$ cat config.mk
export PLATFORM = sky130hd
export DESIGN_NAME = audio_dac_frame_receiver
export DESIGN_NICKNAME = d
export VERILOG_FILES = /design/src/rtl/audio_dac_frame_receiver.sv
export SDC_FILE = /design/constraint.sdc
export NUM_CORES = 1
export LEC_CHECK = 0
export ABC_AREA = 1
export CORE_MARGIN = 2
export CORE_UTILIZATION = 60
export DETAILED_ROUTE_END_ITERATION = 12
export PLACE_DENSITY_LB_ADDON = 0.12
export SETUP_SLACK_MARGIN = 0.05
export SLEW_MARGIN = 0
export SYNTH_ARGS = -nofsm -noshare
export SYNTH_HDL_FRONTEND = slang
export SYNTH_SLANG_ARGS = --single-unit
$ cat constraint.sdc
create_clock -name clk -period 5.4 [get_ports clk]
set_clock_uncertainty 0.15 [all_clocks]
set_input_delay 0.81 -clock clk [delete_from_list [all_inputs] [get_ports clk]]
set_output_delay 0.81 -clock clk [all_outputs]
set_load 0.01 [all_outputs]
$ cat src/rtl/audio_dac_frame_receiver.sv
// audio_dac_frame_receiver: decodes 24-bit dual-DAC write frames (SYNC/SCLK/DIN)
// oversampled on clk, and models the DAC A/B input and output registers together
// with the LDAC (load) and CLR (clear) pins.
//
// Handshake note: there is no valid/ready flow control here. frame_valid and
// frame_error are single-cycle pulses with no back-pressure. cmd/addr/data hold
// the fields of the last well-formed frame until the next one replaces them.
module audio_dac_frame_receiver #(
  parameter int          FRAME_BITS  = 24,
  parameter int          SYNC_STAGES = 2,
  parameter logic [15:0] CLR_VALUE   = 16'h0000
) (
  input  logic        clk,
  input  logic        resetn,
  input  logic        SCLK,
  input  logic        SYNC,
  input  logic        DIN,
  input  logic        LDAC,
  input  logic        CLR,
  output logic        frame_valid,
  output logic        frame_error,
  output logic [2:0]  cmd,
  output logic [2:0]  addr,
  output logic [15:0] data,
  output logic [15:0] DAC_A,
  output logic [15:0] DAC_B,
  output logic        dac_update,
  output logic        busy,
  output logic [1:0]  dbg_state,
  output logic [15:0] dbg_in_a,
  output logic [15:0] dbg_in_b
);

  localparam logic [1:0] S_WAIT_HIGH = 2'd0;
  localparam logic [1:0] S_IDLE      = 2'd1;
  localparam logic [1:0] S_SHIFT     = 2'd2;
  localparam logic [1:0] S_COMMIT    = 2'd3;

  // The two leading frame bits are don't-care and fall off the top of the
  // shift register, so only the decoded field bits are kept.
  localparam int FIELD_BITS = 22;

  logic [SYNC_STAGES-1:0] sclk_sr, sync_sr, din_sr, ldac_sr, clr_sr;
  logic                   sclk_d, sync_d;
  logic [SYNC_STAGES:0]   warm;
  logic [1:0]             state;
  logic [4:0]             count;
  logic [FIELD_BITS-1:0]  shreg;
  logic [15:0]            in_a, in_b;

  logic sclk_s, sync_s, din_s, ldac_s, clr_s;
  logic sclk_fall, sync_fall, sync_rise;
  logic frame_ok, frame_bad;
  logic [2:0]  f_cmd, f_addr;
  logic [15:0] f_data;
  logic hit_a, hit_b;
  logic [15:0] in_a_n, in_b_n, dac_a_n, dac_b_n;

  assign sclk_s    = sclk_sr[SYNC_STAGES-1];
  assign sync_s    = sync_sr[SYNC_STAGES-1];
  assign din_s     = din_sr[SYNC_STAGES-1];
  assign ldac_s    = ldac_sr[SYNC_STAGES-1];
  assign clr_s     = clr_sr[SYNC_STAGES-1];
  assign sclk_fall = sclk_d & ~sclk_s;
  assign sync_fall = sync_d & ~sync_s;
  assign sync_rise = ~sync_d & sync_s;

  assign f_cmd  = shreg[21:19];
  assign f_addr = shreg[18:16];
  assign f_data = shreg[15:0];

  assign frame_ok  = (state == S_COMMIT) && (count == 5'(FRAME_BITS));
  assign frame_bad = (state == S_COMMIT) && (count != 5'(FRAME_BITS));

  assign busy      = (state == S_SHIFT);
  assign dbg_state = state;
  assign dbg_in_a  = in_a;
  assign dbg_in_b  = in_b;

  // Identical synchronizer chains keep DIN aligned with SCLK. The warm-up
  // shifter proves the chains hold real pin values rather than the preset.
  always_ff @(posedge clk or negedge resetn) begin
    if (!resetn) begin
      sclk_sr <= '1;
      sync_sr <= '1;
      din_sr  <= '1;
      ldac_sr <= '1;
      clr_sr  <= '1;
      sclk_d  <= 1'b1;
      sync_d  <= 1'b1;
      warm    <= '0;
    end else begin
      sclk_sr <= {sclk_sr[SYNC_STAGES-2:0], SCLK};
      sync_sr <= {sync_sr[SYNC_STAGES-2:0], SYNC};
      din_sr  <= {din_sr[SYNC_STAGES-2:0], DIN};
      ldac_sr <= {ldac_sr[SYNC_STAGES-2:0], LDAC};
      clr_sr  <= {clr_sr[SYNC_STAGES-2:0], CLR};
      sclk_d  <= sclk_s;
      sync_d  <= sync_s;
      warm    <= {warm[SYNC_STAGES-1:0], 1'b1};
    end
  end

  // Frame FSM: wait for a clean SYNC high, then shift bits between SYNC edges.
  always_ff @(posedge clk or negedge resetn) begin
    if (!resetn) begin
      state <= S_WAIT_HIGH;
      count <= '0;
      shreg <= '0;
    end else begin
      case (state)
        S_WAIT_HIGH: if (warm[SYNC_STAGES] && sync_s) state <= S_IDLE;
        S_IDLE: begin
          count <= '0;
          if (sync_fall) state <= S_SHIFT;
        end
        S_SHIFT: begin
          if (sync_rise) begin
            state <= S_COMMIT;
          end else if (sclk_fall) begin
            shreg <= {shreg[FIELD_BITS-2:0], din_s};
            if (count != 5'd31) count <= count + 5'd1;
          end
        end
        S_COMMIT: state <= S_IDLE;
        default:  state <= S_WAIT_HIGH;
      endcase
    end
  end

  // Next values of the DAC register model: command first, then LDAC, then CLR.
  always_comb begin
    in_a_n  = in_a;
    in_b_n  = in_b;
    dac_a_n = DAC_A;
    dac_b_n = DAC_B;
    hit_a   = (f_addr == 3'b000) || (f_addr == 3'b111);
    hit_b   = (f_addr == 3'b001) || (f_addr == 3'b111);
    if (frame_ok && (hit_a || hit_b)) begin
      case (f_cmd)
        3'b000: begin
          if (hit_a) in_a_n = f_data;
          if (hit_b) in_b_n = f_data;
        end
        3'b001: begin
          if (hit_a) dac_a_n = in_a;
          if (hit_b) dac_b_n = in_b;
        end
        3'b010: begin
          if (hit_a) in_a_n = f_data;
          if (hit_b) in_b_n = f_data;
          dac_a_n = in_a_n;
          dac_b_n = in_b_n;
        end
        3'b011: begin
          if (hit_a) begin
            in_a_n  = f_data;
            dac_a_n = f_data;
          end
          if (hit_b) begin
            in_b_n  = f_data;
            dac_b_n = f_data;
          end
        end
        3'b101: begin
          in_a_n  = '0;
          in_b_n  = '0;
          dac_a_n = '0;
          dac_b_n = '0;
        end
        default: ;
      endcase
    end
    if (!ldac_s) begin
      dac_a_n = in_a_n;
      dac_b_n = in_b_n;
    end
    if (!clr_s) begin
      dac_a_n = CLR_VALUE;
      dac_b_n = CLR_VALUE;
    end
  end

  // Registered results: frame pulses, decoded fields and DAC register state.
  always_ff @(posedge clk or negedge resetn) begin
    if (!resetn) begin
      frame_valid <= 1'b0;
      frame_error <= 1'b0;
      cmd         <= '0;
      addr        <= '0;
      data        <= '0;
      in_a        <= '0;
      in_b        <= '0;
      DAC_A       <= '0;
      DAC_B       <= '0;
      dac_update  <= 1'b0;
    end else begin
      frame_valid <= frame_ok;
      frame_error <= frame_bad;
      if (frame_ok) begin
        cmd  <= f_cmd;
        addr <= f_addr;
        data <= f_data;
      end
      in_a       <= in_a_n;
      in_b       <= in_b_n;
      DAC_A      <= dac_a_n;
      DAC_B      <= dac_b_n;
      dac_update <= (dac_a_n != DAC_A) || (dac_b_n != DAC_B);
    end
  end

endmodule

==> Yosys cells after proc, flatten, opt, wreduce, memory -nomap -nowiden <==
Index checks and enable logic that the tools add are counted.
{ "totals": {"ff_bits": 133, "latch_bits": 0, "ramBits": 0, "rom_bits": 0, "mem_count": 0} }
{ "classes": {"add_sub_neg": 1, "mul": 0, "div": 0, "magnitude_cmp": 0, "eq_ne": 20, "shift": 0, "muxes": 26, "bitwise_logic": 7, "n_reduce_logical": 16} }
{ "ops": {"columns": ["op", "n"], "rows": [
  ["16-bit 2-to-1 mux", 14],
  ["16-bit case mux with 4 select lines", 2],
  ["16-bit case mux with 2 select lines", 2],
  ["16-bit != test", 2],
  ["5-bit 2-to-1 mux", 3],
  ["5-bit != test (second input constant)", 2],
  ["5-bit case mux with 2 select lines", 1],
  ["2-bit case mux with 4 select lines", 1],
  ["3-bit by 1-bit == test with 1-bit output (second input constant)", 2],
  ["3-bit by 2-bit == test with 1-bit output (second input constant)", 2],
  ["3-bit == test (second input constant)", 2],
  ["3-bit zero test", 2],
  ["2-bit 2-to-1 mux", 3],
  ["2-bit by 1-bit != test with 1-bit output (second input constant)", 3],
  ["2-bit != test (second input constant)", 3],
  ["3-bit AND reduction", 2],
  ["5-bit by 1-bit adder with 5-bit output (second input constant)", 1],
  ["5-bit == test (second input constant)", 1],
  ["2-bit == test (second input constant)", 2],
  ["1-bit logical AND", 4],
  ["1-bit logical OR", 4],
  ["1-bit inverter", 4],
  ["4-bit AND reduction", 1],
  ["1-bit bitwise AND", 3],
  ["other kinds (4)", 4]
]} }

==> Depth between registers and ports, before layout <==
Gate-level depths: netlist of the first run.
{ "depth": {"ltp_word": 9, "mapped_depth": 20, "depth_no_buf": 19} }

==> Worst setup path after synthesis of the first run <==
Ideal clock, no wire load.
{ "synth_path": {"path_type": "register to register", "startpoint": "reg state[0] (netlist: dbg_state[0])", "endpoint": "reg count[3]", "t_arrival_ns": 1.975, "required_ns": 5.127, "slack_ns": 3.151, "stages_incl_launch_ff": 14, "period_less_slack_ns": 2.249, "cell_sequence": "dfrtp_1 inv_1 ha_1 inv_1 a21oi_1 inv_1 nor3_2 inv_1 nor2_1 nor2_1 inv_1 nand4_1 o21ai_0 a21oi_1"} }
{ "synth_via": {"elab_chain_len": 3, "word_cells_on_any_way": 8, "classes_between": "eq/ne (5); mux (1); reduce/logical (2)"} }
{ "synth_lines": {"columns": ["element", "line", "rtl"], "rows": [
  ["from (decl)", "46", "logic [1:0] state;"],
  ["from (signal assigned)", "107", "state <= S_WAIT_HIGH;"],
  ["from (signal assigned)", "112", "S_WAIT_HIGH: if (warm[SYNC_STAGES] && sync_s) state <= S_IDLE;"],
  ["from (signal assigned)", "115", "if (sync_fall) state <= S_SHIFT;"],
  ["2-bit == test *", null, null],
  ["net busy", "28", "output logic busy,"],
  ["2-bit by 1-bit != test with 1-bit output (no source line) (tied with other cells)", null, null],
  ["4-bit AND reduction (no source line)", null, null],
  ["to (signal assigned)", "122", "if (count != 5'd31) count <= count + 5'd1;"],
  ["to (decl)", "47", "logic [4:0] count;"]
]} }
Mark *: on every way through the listed nets, which the timed path passes. The rest lies on a longest branch.
A chain may end at the register's enable or synchronous reset.

==> Final worst setup path of the first run <==
{ "layout_path": {"startpoint": "reg shreg[16]", "endpoint": "reg dac_update"} }
{ "layout_via": {"elab_chain_len": 9, "word_cells_on_any_way": 28, "classes_between": "eq/ne (4); mux (18); reduce/logical (6)"} }
{ "layout_lines": {"columns": ["element", "line", "rtl"], "rows": [
  ["from (decl)", "48", "logic [FIELD_BITS-1:0] shreg;"],
  ["from (signal assigned)", "121", "shreg <= {shreg[FIELD_BITS-2:0], din_s};"],
  ["3-bit == test (tied with other cells)", "137, 138", null],
  ["1-bit logical OR (on tied branches)", "137, 138", null],
  ["16-bit 2-to-1 mux (tied with other cells)", "156", "if (hit_a) begin"],
  ["16-bit case mux with 4 select lines (tied with other cells)", "140", "case (f_cmd)"],
  ["16-bit 2-to-1 mux", "139", "if (frame_ok && (hit_a || hit_b)) begin"],
  ["16-bit 2-to-1 mux", "174", "if (!ldac_s) begin"],
  ["16-bit 2-to-1 mux", "178", "if (!clr_s) begin"],
  ["16-bit != test", "209", "dac_update <= (dac_a_n != DAC_A) || (dac_b_n != DAC_B);"],
  ["1-bit logical OR *", "209", null],
  ["to (signal assigned)", "209", null],
  ["to (decl)", "27", "output logic dac_update,"]
]} }
Every way passes the cells marked *; elsewhere a longest branch is shown, timed or not.

==> metrics.txt, run 1 <==
Bufs on Longest Clock Path=2; cells after synthesis=1185; Core Area=13100 µm²; setup TNS=0 ns; post-CTS setup buffers=0; pre-CTS WS=approximately 2.1 ns; largest net degree at the start of global routing=89; H-tree depth reported by CTS=4; Worst-Skew Late Latency=0.42 ns; first-pass GRT wire length=about 38 mm; status=complete, no violations; sequential area share after synthesis=between 40% and 50%; Reg clk slew, reported paths=~0.060 ns; initial antenna violation count=0; Die W=approximately 120 µm; cell taking the most area after synthesis=dfrtp_1; peak supply drop=a little under 200 µV; synth top area cells=dfrtp_1, nand2_1, nand3_1, inv_1, dfstp_2; total power=2.77 mW; ANT cells=0; GR peak layer=met2; DP HPWL=approximately 14 mm; GR Layer Usage met2=52.7%; synthesized cell area=7950 µm²; drt via density=~5.8; Leakage=around 5.2 nW; die area=14200 µm²; fin crit share=a little over three fifths; area grow syn2layout=20.8%; GP Congestion=around 0.9; Synth Flop Type=dfrtp_1; Nets=1270; Overflow after GRT=0; initial core utilization=60.7%; Remaining DRCs=0; fmax=a little under 300 MHz; Setup CP Type=flop to flop; Critical Path RT=5.56 ns; arrival time at the worst endpoint=about 3.5 ns; count leader, synth=nand2_1; Root Driver=clkbuf_16; DR pass1 iterations=6; wire length per cell=about 16 µm; Synth async-reset ratio=between 90% and 100%; Hold Path Class=flop to flop; total vias in the final route=around 8300; Synthesized Nets=1200; met1 GRT Util=about 46%; Slew HR=between 15 and 20%; vias in the first global route=7615; row count=42; MaxCap Viol Count=0; final hold violations=0; post-synthesis register bit count=133; Clk network pwr share=a little under half; Pint=between 2 and 2.5 mW; Sw Ratio=a little over a quarter; switching power=~0.74 mW; syn avg cell area=around 6.7 µm²; final worst path period need=between 3 and 4 ns; Post-synth EDFFs=0; DRT iter0 DRCs=between 1000 and 1500; Synth top area share=roughly two fifths; worst setup margin=2.01 ns; Post-CTS Resized=0; Port Buffers=98; crit start category=flop; clock sink count=133; Final ANT Viol Nets=0; Post-Place Cells=about 1400; I/O pins=between 90 and 100; top cells by count, synth=nand2_1, nand3_1, inv_1, dfrtp_1, o21ai_0; final setup fails=0; Non-Filler Instances=1444; combinational power share=roughly 14%; YS warnings=0; pwr dens=289 nW/µm²; hold buffers post-CTS=0; grt met3 use=6.18%; Hold Slack=0.205 ns; Crit. End Element=flop; Tightest Pin Transition=about 1.3 ns; Max Slew Vio Count=0; CP max FO=33; Die Span Y=around 120 µm; unrepaired setup endpoints after global routing=false; post-synth cell types=25; CTS tree=yes; GRT Overall Usage=between 30 and 40%; layout cells sized above 1=under 10%; Flop pwr share=40.1%; CTS Buf Count=17; WL final=between 20 and 25 mm
-- worst max-delay path, cell delays in order, from the launching register on --
cell and delay [ns]:
dfrtp_1 0.45, nand2_1 0.09, nand2_1 0.10, nand2_1 0.09, buf_4 0.32, nand2_2 0.14, nand3_2 0.08, buf_4 0.40
inv_2 0.42, nand2_1 0.18, nand2_1 0.08, nand3_1 0.10, nand2_1 0.08, nand2_1 0.11, nand2_1 0.07, nor2_1 0.13
nand2_1 0.10, nor2_1 0.11, nand2_1 0.06
-- final timing paths --
path | startpoint | endpoint | slack, ns | depth (start not counted)
hold / removal | sclk_sr[0]$_DFF_PN1_ | sclk_sr[1]$_DFF_PN1_ | 0.20 | 0
min in group asynchronous | resetn | dbg_state[1]$_DFFE_PN0P_ | 0.30 | 1
max in group asynchronous | resetn | shreg[17]$_DFFE_PN0P_ | 3.70 | 2
setup reg to reg | shreg[16]$_DFFE_PN0P_ | dac_update$_DFF_PN0_ | 2.01 | 18
setup / recovery | shreg[16]$_DFFE_PN0P_ | dac_update$_DFF_PN0_ | 2.01 | 18
hold reg to reg | sclk_sr[0]$_DFF_PN1_ | sclk_sr[1]$_DFF_PN1_ | 0.20 | 0
-- per-layer routing --
metal / vias up / share of wire, %
met2: 513 / 46
li1: 3918 / -
met4: 0 / 3.4
met3: 53 / 10
met5: - / 0
met1: 3832 / 40
-- cells in the final DEF (no fill, tap or decap), drive strengths merged, types with 5 or more instances in the layout --
cell type	count
bufinv	5
dfstp	12
o21ai	50
a21oi	37
inv	162
ha	8
clkdlybuf4s50	97
dfrtp	121
clkbuf	22
clkinv	9
buf	10
nand3	221
nor2	32
nand4	34
nand2	444
-- flip-flops by register name, summed over array words and instances, names as in the netlist, 2 cells and up --
signal / count
sync_sr: 2
dbg_in_a: 16
DAC_A: 16
clr_sr: 2
sclk_sr: 2
DAC_B: 16
warm: 3
ldac_sr: 2
count: 5
addr: 3
cmd: 3
dbg_in_b: 16
din_sr: 2
shreg: 22
dbg_state: 2
data: 16
-- stage by stage --
step                utilization [%]  instance area, µm²
CTS                            73.3                9590
detailed placement             68.4                8950
finish                         73.3                9590
global route                   73.3                9590
floorplan                         -                7950
global placement               68.4                8950
-- layout make-up --
class                           instances  area, µm²
Inverter                              167        627
Timing Repair Buffer                  107       1050
Clock inverter                         10        178
Clock buffer                           22        464
Sequential cell                       133       3340
Multi-Input combinational cell        829       3710
Tap cell                              176        220
Fill cell                            1030       3490
-- kinds of logic (layout without fill, tap and decap cells) --
group	count (synthesis)	after routing	share of synthesized area, %
compound gates	88	88	5.59
other cells	1	1	0.0472
buf+inv	223	306	11.4
fa+ha+maj	8	8	1.26
simple gates	732	732	39.6
flops	133	133	42.1
-- power groups by stage --
stage | registers [mW] | clock network (mW) | logic, mW
finish | 1.11 | 1.27 | 0.392
global route | 1.12 | 1.33 | 0.434
CTS | 1.11 | 1.27 | 0.388
detailed placement | 1.13 | 0 | 0.380
global placement | 1.12 | 0 | 0.370
floorplan | 1.12 | 0 | 0.223
No activity file was read; power rests on OpenSTA's default activity.
==> inputs of run 2 (changes only) <==
--- a/config.mk
+++ b/config.mk
@@ -7,7 +7,7 @@
 export LEC_CHECK = 0
 export ABC_AREA = 1
 export CORE_MARGIN = 2
-export CORE_UTILIZATION = 60
+export CORE_UTILIZATION = 57
 export DETAILED_ROUTE_END_ITERATION = 12
 export PLACE_DENSITY_LB_ADDON = 0.12
 export SETUP_SLACK_MARGIN = 0.05
==> constraint.sdc (replaced) <==
create_clock -name clk -period 3.2 [get_ports clk]
set_clock_uncertainty 0.15 [all_clocks]
set_input_delay 0.48 -clock clk [delete_from_list [all_inputs] [get_ports clk]]
set_output_delay 0.48 -clock clk [all_outputs]
set_load 0.01 [all_outputs]
==> metrics.txt, run 2 (synthesis results as in run 1) <==
Root Driver=clkbuf_16 (unchanged); crit start category=flop (unchanged); fin crit share=90.4% (was 62.7%); Tightest Pin Transition=0.684 ns (was 1.26 ns); commonest non-fill, non-tap cell in the layout=nand2_1 (unchanged); Top reg by flops=shreg (unchanged); largest net degree at the start of global routing=74 (was 89); peak supply drop=331 µV (was 199 µV); area grow syn2layout=23.5% (was 20.8%); crit path cell chain=inv_1 -> ha_1 -> nand4_1 -> nor2_2 -> nand2_2 -> nor2_4 -> buf_4 -> nand2_1 -> nand3_1 -> nand4_1 -> nand2_1 -> nand2_1 -> nor2_1 -> nand2_1 -> nor2_1 -> nand2_1 (was nand2_1 -> nand2_1 -> nand2_1 -> buf_4 -> nand2_2 -> nand3_2 -> buf_4 -> inv_2 -> nand2_1 -> nand2_1 -> nand3_1 -> nand2_1 -> nand2_1 -> nand2_1 -> nor2_1 -> nand2_1 -> nor2_1 -> nand2_1); arrival time at the worst endpoint=3.06 ns (was 3.54 ns); final hold violations=0 (unchanged); most used cell, CP=nand2_1 (unchanged); Largest register FFs=22 (unchanged); unrepaired setup endpoints after global routing=false (unchanged); GP Congestion=0.854 (was 0.884); Remaining DRCs=0 (unchanged); most frequent cells in the layout=nand2_1, nand3_1, inv_1 (unchanged); Core Area=13800 µm² (was 13100 µm²); layout cells sized above 1=6.77% (was 5.36%); Critical Path RT=3.37 ns (was 5.56 ns); initial core utilization=57.7% (was 60.7%); DP HPWL=15.1 mm (was 14.0 mm); Reg clk slew, reported paths=0.06 ns (about the same); pwr dens=469 nW/µm² (was 289 nW/µm²); post-CTS setup buffers=0 (unchanged); Die Span Y=122 µm (was 119 µm); Worst-Skew Late Latency=0.43 ns (was 0.42 ns); GRT Overall Usage=32.0% (was 33.5%); total power=4.61 mW (was 2.77 mW); hold buffers post-CTS=1 (was 0); status=complete, no violations (unchanged); H-tree depth reported by CTS=4 (unchanged); critical path's largest stage delay=0.42 ns (was 0.45 ns); initial antenna violation count=0 (unchanged); worst setup margin=0.308 ns (was 2.01 ns); setup TNS=0 ns (unchanged); drt via density=5.56 (was 5.76); Critical-path top delay cell=dfrtp_1 (unchanged); row count=43 (was 42); fmax=346 MHz (was 295 MHz); final setup fails=0 (unchanged); die area=14900 µm² (was 14200 µm²); pre-CTS WS=0.376 ns (was 2.08 ns); CTS tree=yes (unchanged); Post-CTS Resized=0 (unchanged); DR pass1 iterations=6 (unchanged); ANT cells=0 (unchanged); DRT iter0 DRCs=948 (was 1090); total vias in the final route=8152 (was 8316); Nets=1287 (was 1270); Crit. End Element=flop (unchanged); CP max FO=15 (was 33); final worst path period need=2.89 ns (was 3.39 ns); MaxCap Viol Count=0 (unchanged); wire length per cell=15.5 µm (was 15.9 µm); vias in the first global route=7527 (was 7615); first-pass GRT wire length=36.8 mm (was 37.7 mm); I/O pins=99 (unchanged); Leakage=5.27 nW (was 5.16 nW); Max Slew Vio Count=0 (unchanged); CTS Buf Count=17 (unchanged); Die W=122 µm (was 119 µm); Bufs on Longest Clock Path=2 (unchanged); WL final=22.7 mm (was 22.9 mm); Setup CP Type=flop to flop (unchanged); Port Buffers=98 (unchanged); Overflow after GRT=0 (unchanged); Hold Path Class=flop to flop (unchanged); Final ANT Viol Nets=0 (unchanged); Slew HR=54.3% (was 16.1%); clock sink count=133 (unchanged)
==> run 2: changes by cell type in the layout (fill, tap and decap cells not counted), sizes merged <==
cell	delta
dlygate4sd3	+1
bufinv	-2
clkbuf	-3
clkinv	-1
clkinvlp	+1
inv	+5
buf	+16
==> run 2: area by class of cell <==
type                       instances  area [µm²]
sequential                       133        3340
clock buffer                      19         453
fill                            1154        3960
tap                              180         225
timing repair buffer             124        1290
multi-input combinational        829        3710
inverter                         167         627
clock inverter                    13         168
==> run 2: metrics by stage <==
step | util [%] | hold slack [ns] | instances | area (µm²)
2_1_floorplan | - | 0.0344 | 1185 | 7950
3_3_place_gp | 66.7 | 0.182 | 1432 | 9190
3_5_place_dp | 66.7 | 0.185 | 1432 | 9190
4_1_cts | 71.3 | 0.198 | 1465 | 9820
5_1_grt | 71.3 | 0.209 | 1465 | 9820
6_report | 71.3 | 0.198 | 1465 | 9820
==> run 2: critical path: cells and delay by family (launching register included) <==
| kind | cells | cell delay (ns) |
|---|---|---|
| simple gates | 13 | 1.66 |
| flops | 1 | 0.42 |
| fa+ha+maj | 1 | 0.15 |
| buf+inv | 2 | 0.39 |
==> run 2: power by group <==
group / internal, mW / switching [mW] / total [mW]
Sequential: 1.78 / 0.0836 / 1.87
Combinational: 0.237 / 0.434 / 0.671
Clock: 1.28 / 0.793 / 2.07
Total: 3.30 / 1.31 / 4.61
==> run 2: final timing paths <==
kind	from	endpoint	slack, ns	cells past startpoint
worst min-delay path	warm[0]$_DFF_PN0_	warm[1]$_DFF_PN0_	0.20	0
worst max-delay path	count[0]$_DFFE_PN0P_	dac_update$_DFF_PN0_	0.31	16
min in group asynchronous	resetn	dbg_state[0]$_DFFE_PN0P_	0.45	2
worst min register to register	warm[0]$_DFF_PN0_	warm[1]$_DFF_PN0_	0.20	0
worst max register to register	count[0]$_DFFE_PN0P_	dac_update$_DFF_PN0_	0.31	16
max in group asynchronous	resetn	din_sr[0]$_DFF_PN1_	1.64	3
==> run 2: per-layer routing <==
layer | share of wire (%) | GRT usage (%) | wire (µm) | vias up
li1 | - | - | - | 3940
met1 | 41 | 41.0 | 9260 | 3727
met2 | 46 | 51.9 | 10500 | 415
met3 | 8.7 | 5.85 | 1970 | 70
met4 | 4.2 | 16.5 | 960 | 0
met5 | 0 | 0 | 0 | -
